--- config.mk ---
export PLATFORM = sky130hd
export DESIGN_NAME = shape_renderer_flat
export DESIGN_NICKNAME = d
export VERILOG_FILES = /design/src/rtl/shape_renderer_pkg.sv /design/src/rtl/shape_renderer_if.sv /design/src/rtl/shape_renderer_param.sv /design/src/rtl/shape_renderer.sv /design/src/flat_wrapper.sv
export SDC_FILE = /design/constraint.sdc
export NUM_CORES = 1
export LEC_CHECK = 0
export ABC_AREA = 1
export CAP_MARGIN = 20
export CORE_MARGIN = 1.5
export CORE_UTILIZATION = 38
export CTS_CLUSTER_SIZE = 25
export DETAILED_ROUTE_END_ITERATION = 6
export HOLD_SLACK_MARGIN = 0.12
export PLACE_DENSITY = 0.64
export SLEW_MARGIN = 5
export SYNTH_ARGS = -nofsm -noshare
export SYNTH_HDL_FRONTEND = slang
export SYNTH_HIERARCHICAL = 1
export SYNTH_SLANG_ARGS = --single-unit
export TNS_END_PERCENT = 10
--- constraint.sdc ---
create_clock -name iClk -period 5.8 [get_ports iClk]
set_input_delay 1.45 -clock iClk [delete_from_list [all_inputs] [get_ports iClk]]
set_output_delay 1.45 -clock iClk [all_outputs]
set_load 0.005 [all_outputs]
--- src/rtl/shape_renderer_pkg.sv ---
// shape_pkg: shared types and constants for the shape renderer.
// Eight-entry 4:4:4 palette, colour index type and the geometry box passed from the latch to the pixel pipe.
package shape_pkg;

    typedef logic [2:0]  colorIdx_t;
    typedef logic [11:0] rgb_t;

    localparam int BORDER_W = 2;

    // Palette order: red, green, blue, yellow, cyan, magenta, orange, white
    localparam rgb_t PALETTE [8] = '{
        12'hF00, 12'h0F0, 12'h00F, 12'hFF0,
        12'h0FF, 12'hF0F, 12'hF80, 12'hFFF
    };

    typedef struct packed {
        logic [10:0] xStart;
        logic [10:0] xEnd;
        logic [10:0] yStart;
        logic [10:0] yEnd;
        logic        show;
    } shapeBox_t;

endpackage

--- src/rtl/shape_renderer_if.sv ---
// shape_renderer_if: FSM shape command, VGA counters/syncs in, RGB and delayed syncs out.
// master = VGA/FSM side driving the renderer, slave = the renderer itself.
interface shape_renderer_if;

    logic [9:0] shapeX;
    logic [9:0] shapeY;
    logic [9:0] shapeSize;
    logic [9:0] countH;
    logic [9:0] countV;
    logic       active;
    logic       hSync;
    logic       vSync;
    logic [3:0] red;
    logic [3:0] green;
    logic [3:0] blue;
    logic       hSyncOut;
    logic       vSyncOut;

    modport master (
        output shapeX, shapeY, shapeSize, countH, countV, active, hSync, vSync,
        input  red, green, blue, hSyncOut, vSyncOut
    );

    modport slave (
        input  shapeX, shapeY, shapeSize, countH, countV, active, hSync, vSync,
        output red, green, blue, hSyncOut, vSyncOut
    );

endinterface

--- src/rtl/shape_renderer_param.sv ---
// shape_param_latch: once-per-frame shadow of the shape command, clipped edges, palette stepping.
// Latency: shadow updates the cycle after the first blanking line starts; no backpressure.
module shape_param_latch
    import shape_pkg::*;
#(
    parameter int WIDTH        = 640,
    parameter int HEIGHT       = 480,
    parameter int COLOR_PERIOD = 30
) (
    input  logic       iClk,
    input  logic       iRst,
    input  logic [9:0] iCountH,
    input  logic [9:0] iCountV,
    input  logic [9:0] iShapeX,
    input  logic [9:0] iShapeY,
    input  logic [9:0] iShapeSize,
    output shapeBox_t  oBox,
    output colorIdx_t  oColorIdx
);

    localparam int             FCW        = (COLOR_PERIOD > 1) ? $clog2(COLOR_PERIOD) : 1;
    localparam logic [FCW-1:0] FRAME_LAST = FCW'(COLOR_PERIOD - 1);

    logic [9:0]     shX;
    logic [9:0]     shY;
    logic [9:0]     shSize;
    logic [FCW-1:0] frameCnt;
    logic           load;
    logic [10:0]    xSum;
    logic [10:0]    ySum;

    // Loading on the first blanking line keeps the whole visible frame on one set of parameters.
    assign load = (iCountV == 10'(HEIGHT)) && (iCountH == 10'd0);

    always_ff @(posedge iClk) begin
        if (iRst) begin
            shX       <= '0;
            shY       <= '0;
            shSize    <= '0;
            frameCnt  <= '0;
            oColorIdx <= '0;
        end else if (load) begin
            shX    <= iShapeX;
            shY    <= iShapeY;
            shSize <= iShapeSize;
            if (frameCnt == FRAME_LAST) begin
                frameCnt  <= '0;
                oColorIdx <= oColorIdx + 3'd1;
            end else begin
                frameCnt <= frameCnt + FCW'(1);
            end
        end
    end

    assign xSum = {1'b0, shX} + {1'b0, shSize};
    assign ySum = {1'b0, shY} + {1'b0, shSize};

    always_comb begin
        oBox.xStart = {1'b0, shX};
        oBox.yStart = {1'b0, shY};
        oBox.xEnd   = (xSum > 11'(WIDTH))  ? 11'(WIDTH)  : xSum;
        oBox.yEnd   = (ySum > 11'(HEIGHT)) ? 11'(HEIGHT) : ySum;
        oBox.show   = (shSize != 10'd0) && ({1'b0, shX} < 11'(WIDTH)) && ({1'b0, shY} < 11'(HEIGHT));
    end

endmodule

--- src/rtl/shape_renderer.sv ---
// shape_renderer: overlays a filled square on the VGA pixel stream (SHAPE_BORDER_EN adds a 2 px white border).
// Latency: RGB and syncs lag the counters by 2 cycles. Backpressure: none, one pixel per clock.
module shape_renderer
    import shape_pkg::*;
#(
    parameter int   WIDTH        = 640,
    parameter int   HEIGHT       = 480,
    parameter int   COLOR_PERIOD = 30,
    parameter rgb_t BG_COLOR     = 12'h000
) (
    input  logic            iClk,
    input  logic            iRst,
    shape_renderer_if.slave bus
);

    shapeBox_t   box;
    colorIdx_t   colorIdx;
    logic [10:0] pixH;
    logic [10:0] pixV;
    logic        pixInside;
    logic        insideQ;
    logic        activeQ;
    logic        hsQ;
    logic        vsQ;
    rgb_t        pixColor;

    shape_param_latch #(
        .WIDTH        (WIDTH),
        .HEIGHT       (HEIGHT),
        .COLOR_PERIOD (COLOR_PERIOD)
    ) uLatch (
        .iClk       (iClk),
        .iRst       (iRst),
        .iCountH    (bus.countH),
        .iCountV    (bus.countV),
        .iShapeX    (bus.shapeX),
        .iShapeY    (bus.shapeY),
        .iShapeSize (bus.shapeSize),
        .oBox       (box),
        .oColorIdx  (colorIdx)
    );

    assign pixH = {1'b0, bus.countH};
    assign pixV = {1'b0, bus.countV};

    // Right and bottom edges are exclusive, matching the clipped end coordinates.
    assign pixInside = box.show
                    && (pixH >= box.xStart) && (pixH < box.xEnd)
                    && (pixV >= box.yStart) && (pixV < box.yEnd);

`ifdef SHAPE_BORDER_EN
    logic pixBorder;
    logic borderQ;

    // Compare h+W against the end so a tiny shape near zero cannot underflow.
    assign pixBorder = (pixH < box.xStart + 11'(BORDER_W)) || (pixH + 11'(BORDER_W) >= box.xEnd)
                    || (pixV < box.yStart + 11'(BORDER_W)) || (pixV + 11'(BORDER_W) >= box.yEnd);

    always_ff @(posedge iClk) begin
        if (iRst) borderQ <= 1'b0;
        else      borderQ <= pixInside && pixBorder;
    end

    always_comb begin
        pixColor = BG_COLOR;
        if (!activeQ)     pixColor = '0;
        else if (insideQ) pixColor = borderQ ? 12'hFFF : PALETTE[colorIdx];
    end
`else
    always_comb begin
        pixColor = BG_COLOR;
        if (!activeQ)     pixColor = '0;
        else if (insideQ) pixColor = PALETTE[colorIdx];
    end
`endif

    always_ff @(posedge iClk) begin
        if (iRst) begin
            insideQ      <= 1'b0;
            activeQ      <= 1'b0;
            hsQ          <= 1'b1;
            vsQ          <= 1'b1;
            bus.red      <= '0;
            bus.green    <= '0;
            bus.blue     <= '0;
            bus.hSyncOut <= 1'b1;
            bus.vSyncOut <= 1'b1;
        end else begin
            insideQ      <= pixInside;
            activeQ      <= bus.active;
            hsQ          <= bus.hSync;
            vsQ          <= bus.vSync;
            bus.red      <= pixColor[11:8];
            bus.green    <= pixColor[7:4];
            bus.blue     <= pixColor[3:0];
            bus.hSyncOut <= hsQ;
            bus.vSyncOut <= vsQ;
        end
    end

endmodule

--- src/flat_wrapper.sv ---
// flat-port wrapper written by rule: the top's interface ports become plain ports
module shape_renderer_flat import shape_pkg::*;
#(
    parameter int   WIDTH        = 640,
    parameter int   HEIGHT       = 480,
    parameter int   COLOR_PERIOD = 30,
    parameter rgb_t BG_COLOR     = 12'h000
)
  (iClk, iRst, bus_shapeX, bus_shapeY, bus_shapeSize, bus_countH, bus_countV, bus_active, bus_hSync, bus_vSync, bus_red, bus_green, bus_blue, bus_hSyncOut, bus_vSyncOut);
  shape_renderer_if bus_i ();
  input  logic iClk;
  input  logic iRst;
  input wire logic [$bits(bus_i.shapeX)-1:0] bus_shapeX;
  input wire logic [$bits(bus_i.shapeY)-1:0] bus_shapeY;
  input wire logic [$bits(bus_i.shapeSize)-1:0] bus_shapeSize;
  input wire logic [$bits(bus_i.countH)-1:0] bus_countH;
  input wire logic [$bits(bus_i.countV)-1:0] bus_countV;
  input wire logic [$bits(bus_i.active)-1:0] bus_active;
  input wire logic [$bits(bus_i.hSync)-1:0] bus_hSync;
  input wire logic [$bits(bus_i.vSync)-1:0] bus_vSync;
  output wire logic [$bits(bus_i.red)-1:0] bus_red;
  output wire logic [$bits(bus_i.green)-1:0] bus_green;
  output wire logic [$bits(bus_i.blue)-1:0] bus_blue;
  output wire logic [$bits(bus_i.hSyncOut)-1:0] bus_hSyncOut;
  output wire logic [$bits(bus_i.vSyncOut)-1:0] bus_vSyncOut;
  assign bus_i.shapeX = bus_shapeX;
  assign bus_i.shapeY = bus_shapeY;
  assign bus_i.shapeSize = bus_shapeSize;
  assign bus_i.countH = bus_countH;
  assign bus_i.countV = bus_countV;
  assign bus_i.active = bus_active;
  assign bus_i.hSync = bus_hSync;
  assign bus_i.vSync = bus_vSync;
  assign bus_red = bus_i.red;
  assign bus_green = bus_i.green;
  assign bus_blue = bus_i.blue;
  assign bus_hSyncOut = bus_i.hSyncOut;
  assign bus_vSyncOut = bus_i.vSyncOut;
  shape_renderer #(.WIDTH(WIDTH), .HEIGHT(HEIGHT), .COLOR_PERIOD(COLOR_PERIOD), .BG_COLOR(BG_COLOR)) u_core (.iClk(iClk), .iRst(iRst), .bus(bus_i));
endmodule
# Yosys cells after proc, flatten, opt, wreduce, memory -nomap -nowiden
# Memories as Yosys holds them, arrays and structs flattened. A register that Yosys moved wholly into a read port is not among the register bits.
# Cells that the tools add are included.
classes:
  n_addsub: 4
  magnitude_cmp: 8
  eq_ne: 2
  muxes: 3
  n_bitwise: 3
  reduce_logical: 11
op_table:
  columns: ["op", "n"]
  rows:
  - ["adder 10 x 10 -> 11 bit", 2]
  - ["less-than comparator 10 x 11 -> 1 bit", 2]
  - ["two-way mux 11 bit", 2]
  - [">= comparator 10 bit", 2]
  - ["> comparator 11 x 10 -> 1 bit, second input constant", 1]
  - ["> comparator 11 x 9 -> 1 bit, second input constant", 1]
  - ["== test 10 x 9 -> 1 bit, second input constant", 1]
  - ["logical NOT 10 bit", 1]
  - ["less-than comparator 10 bit, second input constant", 1]
  - ["less-than comparator 10 x 9 -> 1 bit, second input constant", 1]
  - ["nonzero test 10 bit", 1]
  - ["logical AND 1 bit", 7]
  - ["adder 5 x 1 -> 5 bit, second input constant", 1]
  - ["== test 5 bit, second input constant", 1]
  - ["two-way mux 5 bit", 1]
  - ["inverter 3 -> 4 bit", 1]
  - ["adder 3 x 1 -> 3 bit, second input constant", 1]
  - ["OR reduction 3 bit", 1]
  - ["inverter 1 bit", 2]
  - ["AND reduction 2 bit", 1]
totals:
  ff_bits: 44
  mem_bits_ro: 96
  input_bits: 55
  out_inout_bits: 14
  elab_cells: 43
  memories: 1
mem_list:
  columns: ["memory", "words", "word_bits", "read_ports", "rd_clocked_by_memory_dff", "write_ports", "line_no", "rtl"]
  rows:
  - ["(name not given)", 8, 12, 1, 1, 0, "shape_renderer.sv:73", "else if (insideQ) pixColor = PALETTE[colorIdx];"]

# Depth between registers and ports, before layout
depth:
  word_depth: 7
  ltp_mapped: 24
  depth_no_buf: 24

# Modules after synthesis
# The synthesis kept the hierarchy.
by_module_without_submodules:
  columns: ["mod", "instances", "cells_each", "area_per_inst_um2"]
  rows:
  - ["shape_param_latch", 1, 475, 2942.8]
  - ["shape_renderer", 1, 223, 1472.7]

# Least setup slack after synthesis
# No wires, ideal clock.
synth_timing:
  path_type: "reg-to-reg"
  from: "reg u_core.uLatch.shSize[0]"
  to: "reg u_core.insideQ"
  arrival_time_ps: 2536
  required_time_ps: 5685
  path_slack_ps: 3149
  stages_incl_launch_ff: 23
  n_path_buf: 0
  period_less_slack_ps: 2651
  cell_sequence: "dfxtp_1 -> ha_1 -> inv_1 -> fa_1 -> inv_1 -> nand3_1 -> nand2_1 -> nand2_1 -> nand3_1 -> nand2_1 -> nor2_1 -> nand2_1 -> nor2_2 -> nor2_2 -> nor2_1 -> inv_1 -> ha_1 -> nand2_1 -> o21a_1 -> nand2_1 -> nand2_1 -> nand3_1 -> nor2_1"
synth_rtl:
  columns: ["item", "line_no", "rtl"]
  rows:
  - ["from (decl)", "shape_renderer_param.sv:26", "logic [9:0] shSize;"]
  - ["from (signal assigned)", "shape_renderer_param.sv:45", "shSize <= iShapeSize;"]
  - ["to (signal assigned)", "shape_renderer.sv:89", "insideQ <= pixInside;"]
  - ["to (decl)", "shape_renderer.sv:21", "logic insideQ;"]

# Worst setup path in the final report
layout_timing:
  from: "in bus_countV[5]"
  to: "reg u_core.uLatch.frameCnt[2]"
layout_via:
  elab_chain_len: 2
layout_rtl:
  columns: ["item", "line_no", "rtl"]
  rows:
  - ["from (decl)", "flat_wrapper.sv:17", "input wire logic [$bits(bus_i.countV)-1:0] bus_countV;"]
  - ["== test 10 x 9 -> 1 bit", "shape_renderer_param.sv:33", "assign load = (iCountV == 10'(HEIGHT)) && (iCountH == 10'd0);"]
  - ["logical AND 1 bit", "shape_renderer_param.sv:33", null]
  - ["to (signal assigned)", "shape_renderer_param.sv:50", "frameCnt <= frameCnt + FCW'(1);"]
  - ["to (decl)", "shape_renderer_param.sv:27", "logic [FCW-1:0] frameCnt;"]
# Every way passes these cells.
# A chain may end at the register's enable or synchronous reset.

==> out/metrics.yaml <==
status: "complete, no violations"
p_per_area_mw_per_mm2: 141.4
firstDrtPassIters: 4
layout.nets: 877
tns_ns: 0
grt_overflow: 0
cp_max_fo: 52
seq_area_frac_synth: 0.2176
final-hold-violation-count: 0
peakVddDrop_uv: 130.7
slowest_delay_ns: 0.52
cts_resized: 0
synth_ff_type: "dfxtp_1"
vias_per_cell: 4.884
area_growth_pct: 20.40
startpoint_type: "input port"
cp.depth: 11
postCtsSetupBuffers: 0
cts.sinks: 48
path_common_cell: "inv_1"
num_vias: 4391
wl_um: 11580
maxSlewViolCount: 0
grt_pass1_vias: 4113
grtUsageMet1: 0.2613
drive_above_1_share: 0.03042
dp_hpwl_um: 9738
synthesis.area_mm2: 0.004415
rows: 39
synth_edf_count: 0
holdWs_ns: 0.4057
clk_path_buf_depth: 2
synth_cell_types: 36
gp_congestion: 0.9040
die_w_um: 110.8
fp.dieH_um: 110.8
clkLatencyLatePin_ns: 0.28
ys_ff_latch: 48
cts_htree_levels: 2
synth_most_common_cell: "nand2_1"
cts_hold_buf: 0
ant_nets: 0
worst_pin_slew_ns: 0.7167
cts-root-buf: "clkbuf_16"
portBuffers: 68
worstPathArrival_ns: 3.64
synthArstFlopShare: 0
fmax_ghz: 0.2878
cap_violations: 0
drt-wirelength-per-cell_um: 12.88
core_area_mm2: 0.01137
setup_viol: 0
synth_top_cell_area_share: 0.2176
die-area_mm2: 0.01228
cp_num_buf_inv: 5
synthCells: 698
fin_crit_ns: 3.475
synth_common_cells: "nand2_1 (138), inv_1 (133), nor2_1 (92)"
rsz0062_at_grt: "no"
grt_start_max_net_pins: 53
hp-class: "reg -> reg"
drtIter0Drc: 235
maxSlewHeadroom: 0.5217
fillers: 1180
regToRegEndpoint: "u_core/insideQ$_SDFF_PP0_"
fin_crit_sh: 0.5991
synth_top_area_cell: "dfxtp_1"
endpoint: "u_core/uLatch/frameCnt[2]$_SDFFE_PP0P_"
syn_area_per_cell_um2: 6.326
critPathTopFamily: "buffers and inverters"
top_usage_layer: "met2"
met2_usage: 0.3202
ioPinCount: 69
required_ns: 5.96
critPathCaptureType: "register"
critPathLaunch: "bus_countV[5]"
antenna_found_initial: 0
skew_ns: 0.003132
drc_errors: 0
antenna_cells: 0
rr_worst_depth: 22
yosysWarnings: 6
grt_util_met3: 0.02788
regToRegSetupSlack_ns: 2.44
crit_type: "in -> reg"
cts_tree: "done"
p_leak_nw: 2.479
grt_pass1_wl_um: 19030
grtUsageTotal: 0.1888
r2r-start: "u_core/uLatch/shSize[0]$_SDFFE_PP0P_"
synth_area_leaders: "dfxtp_1 (22%), ha_1 (18%), nand2_1 (12%), inv_1 (11%), nor2_1 (7.8%)"
path_clk_slew_ns: 0.06
initial_utilization: 0.3884
numCtsBuffers: 5
cp_cell_sequence: "clkdlybuf4s50_1, inv_1, nor3_1, nand3_1, inv_1, nand3_1, buf_4, inv_1, nand2_1, xor2_1, nor2_1"
cp_slowest_cell: "clkdlybuf4s50_1"
-- kinds of logic after synthesis --
kind of cell,share of synthesized area
and+or+nand+nor,0.2987
buffers and inverters,0.1510
AOI/OAI and AO/OA,0.1247
adders and majority gates,0.1933
DFF,0.2176
xor gates and xnor gates,0.01389
other,0.0008493
-- placed cells by master (no fill, tap or decap), drive strengths merged --
master,instances
dfxtp,48
buf,1
fa,2
bufinv,1
o21bai,4
conb,5
nor3b,1
or2,7
nand3b,5
o21a,2
nor4,4
nor2,95
and2,1
a21boi,2
clkinv,1
nand2,139
nand3,42
ha,65
a21o,1
clkbuf,5
clkinvlp,1
inv,138
o21ai,46
xnor2,3
nand4,10
a21oi,49
nor3,6
clkdlybuf4s50,68
xor2,4
-- area by class of cell --
class | count | area [µm²] | share of cell area
Sequential cell | 48 | 960.9 | 0.1807
Inverter | 138 | 518.0 | 0.09743
Tap cell | 143 | 178.9 | 0.03366
Clock inverter | 3 | 42.54 | 0.008002
Clock buffer | 5 | 125.1 | 0.02353
Multi-Input combinational cell | 493 | 2803 | 0.5272
Timing Repair Buffer | 69 | 688.2 | 0.1294
-- power by group --
part           total (W)  internal, W  switching (W)
combinational  0.0000954    0.0000529      0.0000426
clock           0.000325     0.000202       0.000122
sequential      0.000331     0.000331    0.000000333
total           0.000752     0.000586       0.000165
-- worst min path at each step --
stage | from | end | cells after the start
after global routing | u_core/hsQ$_SDFF_PP1_ | u_core/bus.hSyncOut$_SDFF_PP1_ | 1
after global placement | u_core/hsQ$_SDFF_PP1_ | u_core/bus.hSyncOut$_SDFF_PP1_ | 1
final | u_core/vsQ$_SDFF_PP1_ | u_core/bus.vSyncOut$_SDFF_PP1_ | 1
after CTS | u_core/vsQ$_SDFF_PP1_ | u_core/bus.vSyncOut$_SDFF_PP1_ | 1
after detailed placement | u_core/vsQ$_SDFF_PP1_ | u_core/bus.vSyncOut$_SDFF_PP1_ | 1
after floorplan | u_core/hsQ$_SDFF_PP1_ | u_core/bus.hSyncOut$_SDFF_PP1_ | 1
-- flip-flops by register name, indices dropped and copies added, names as in the netlist --
name / flops
u_core/bus.red: 1
u_core/uLatch/shX: 10
u_core/insideQ: 1
u_core/bus.hSyncOut: 1
u_core/uLatch/oColorIdx: 3
u_core/activeQ: 1
u_core/hsQ: 1
u_core/bus.blue: 1
u_core/uLatch/frameCnt: 5
u_core/vsQ: 1
u_core/uLatch/shSize: 10
u_core/bus.green: 2
u_core/bus.vSyncOut: 1
u_core/uLatch/shY: 10
-- metal layers --
metal  wire (µm)  vias up
li1            -     2301
met1        5607     1971
met2        5158      114
met3         759        5
met4          48        0
met5           0        -
-- through the flow --
stage / worst slack [ns] / util / total power [W] / cell area [µm²] / std cells
after detailed placement: 2.047 / 0.4528 / 0.0004344 / 5149 / 891
after floorplan: 3.149 / - / 0.0003809 / 4431 / 702
after global routing: 2.062 / 0.4676 / 0.0007851 / 5316 / 899
after CTS: 2.344 / 0.4676 / 0.0007591 / 5316 / 899
final: 2.325 / 0.4676 / 0.0007517 / 5316 / 899
after global placement: 2.066 / 0.4528 / 0.0004331 / 5149 / 891
Power figures use the tool's default switching activity.
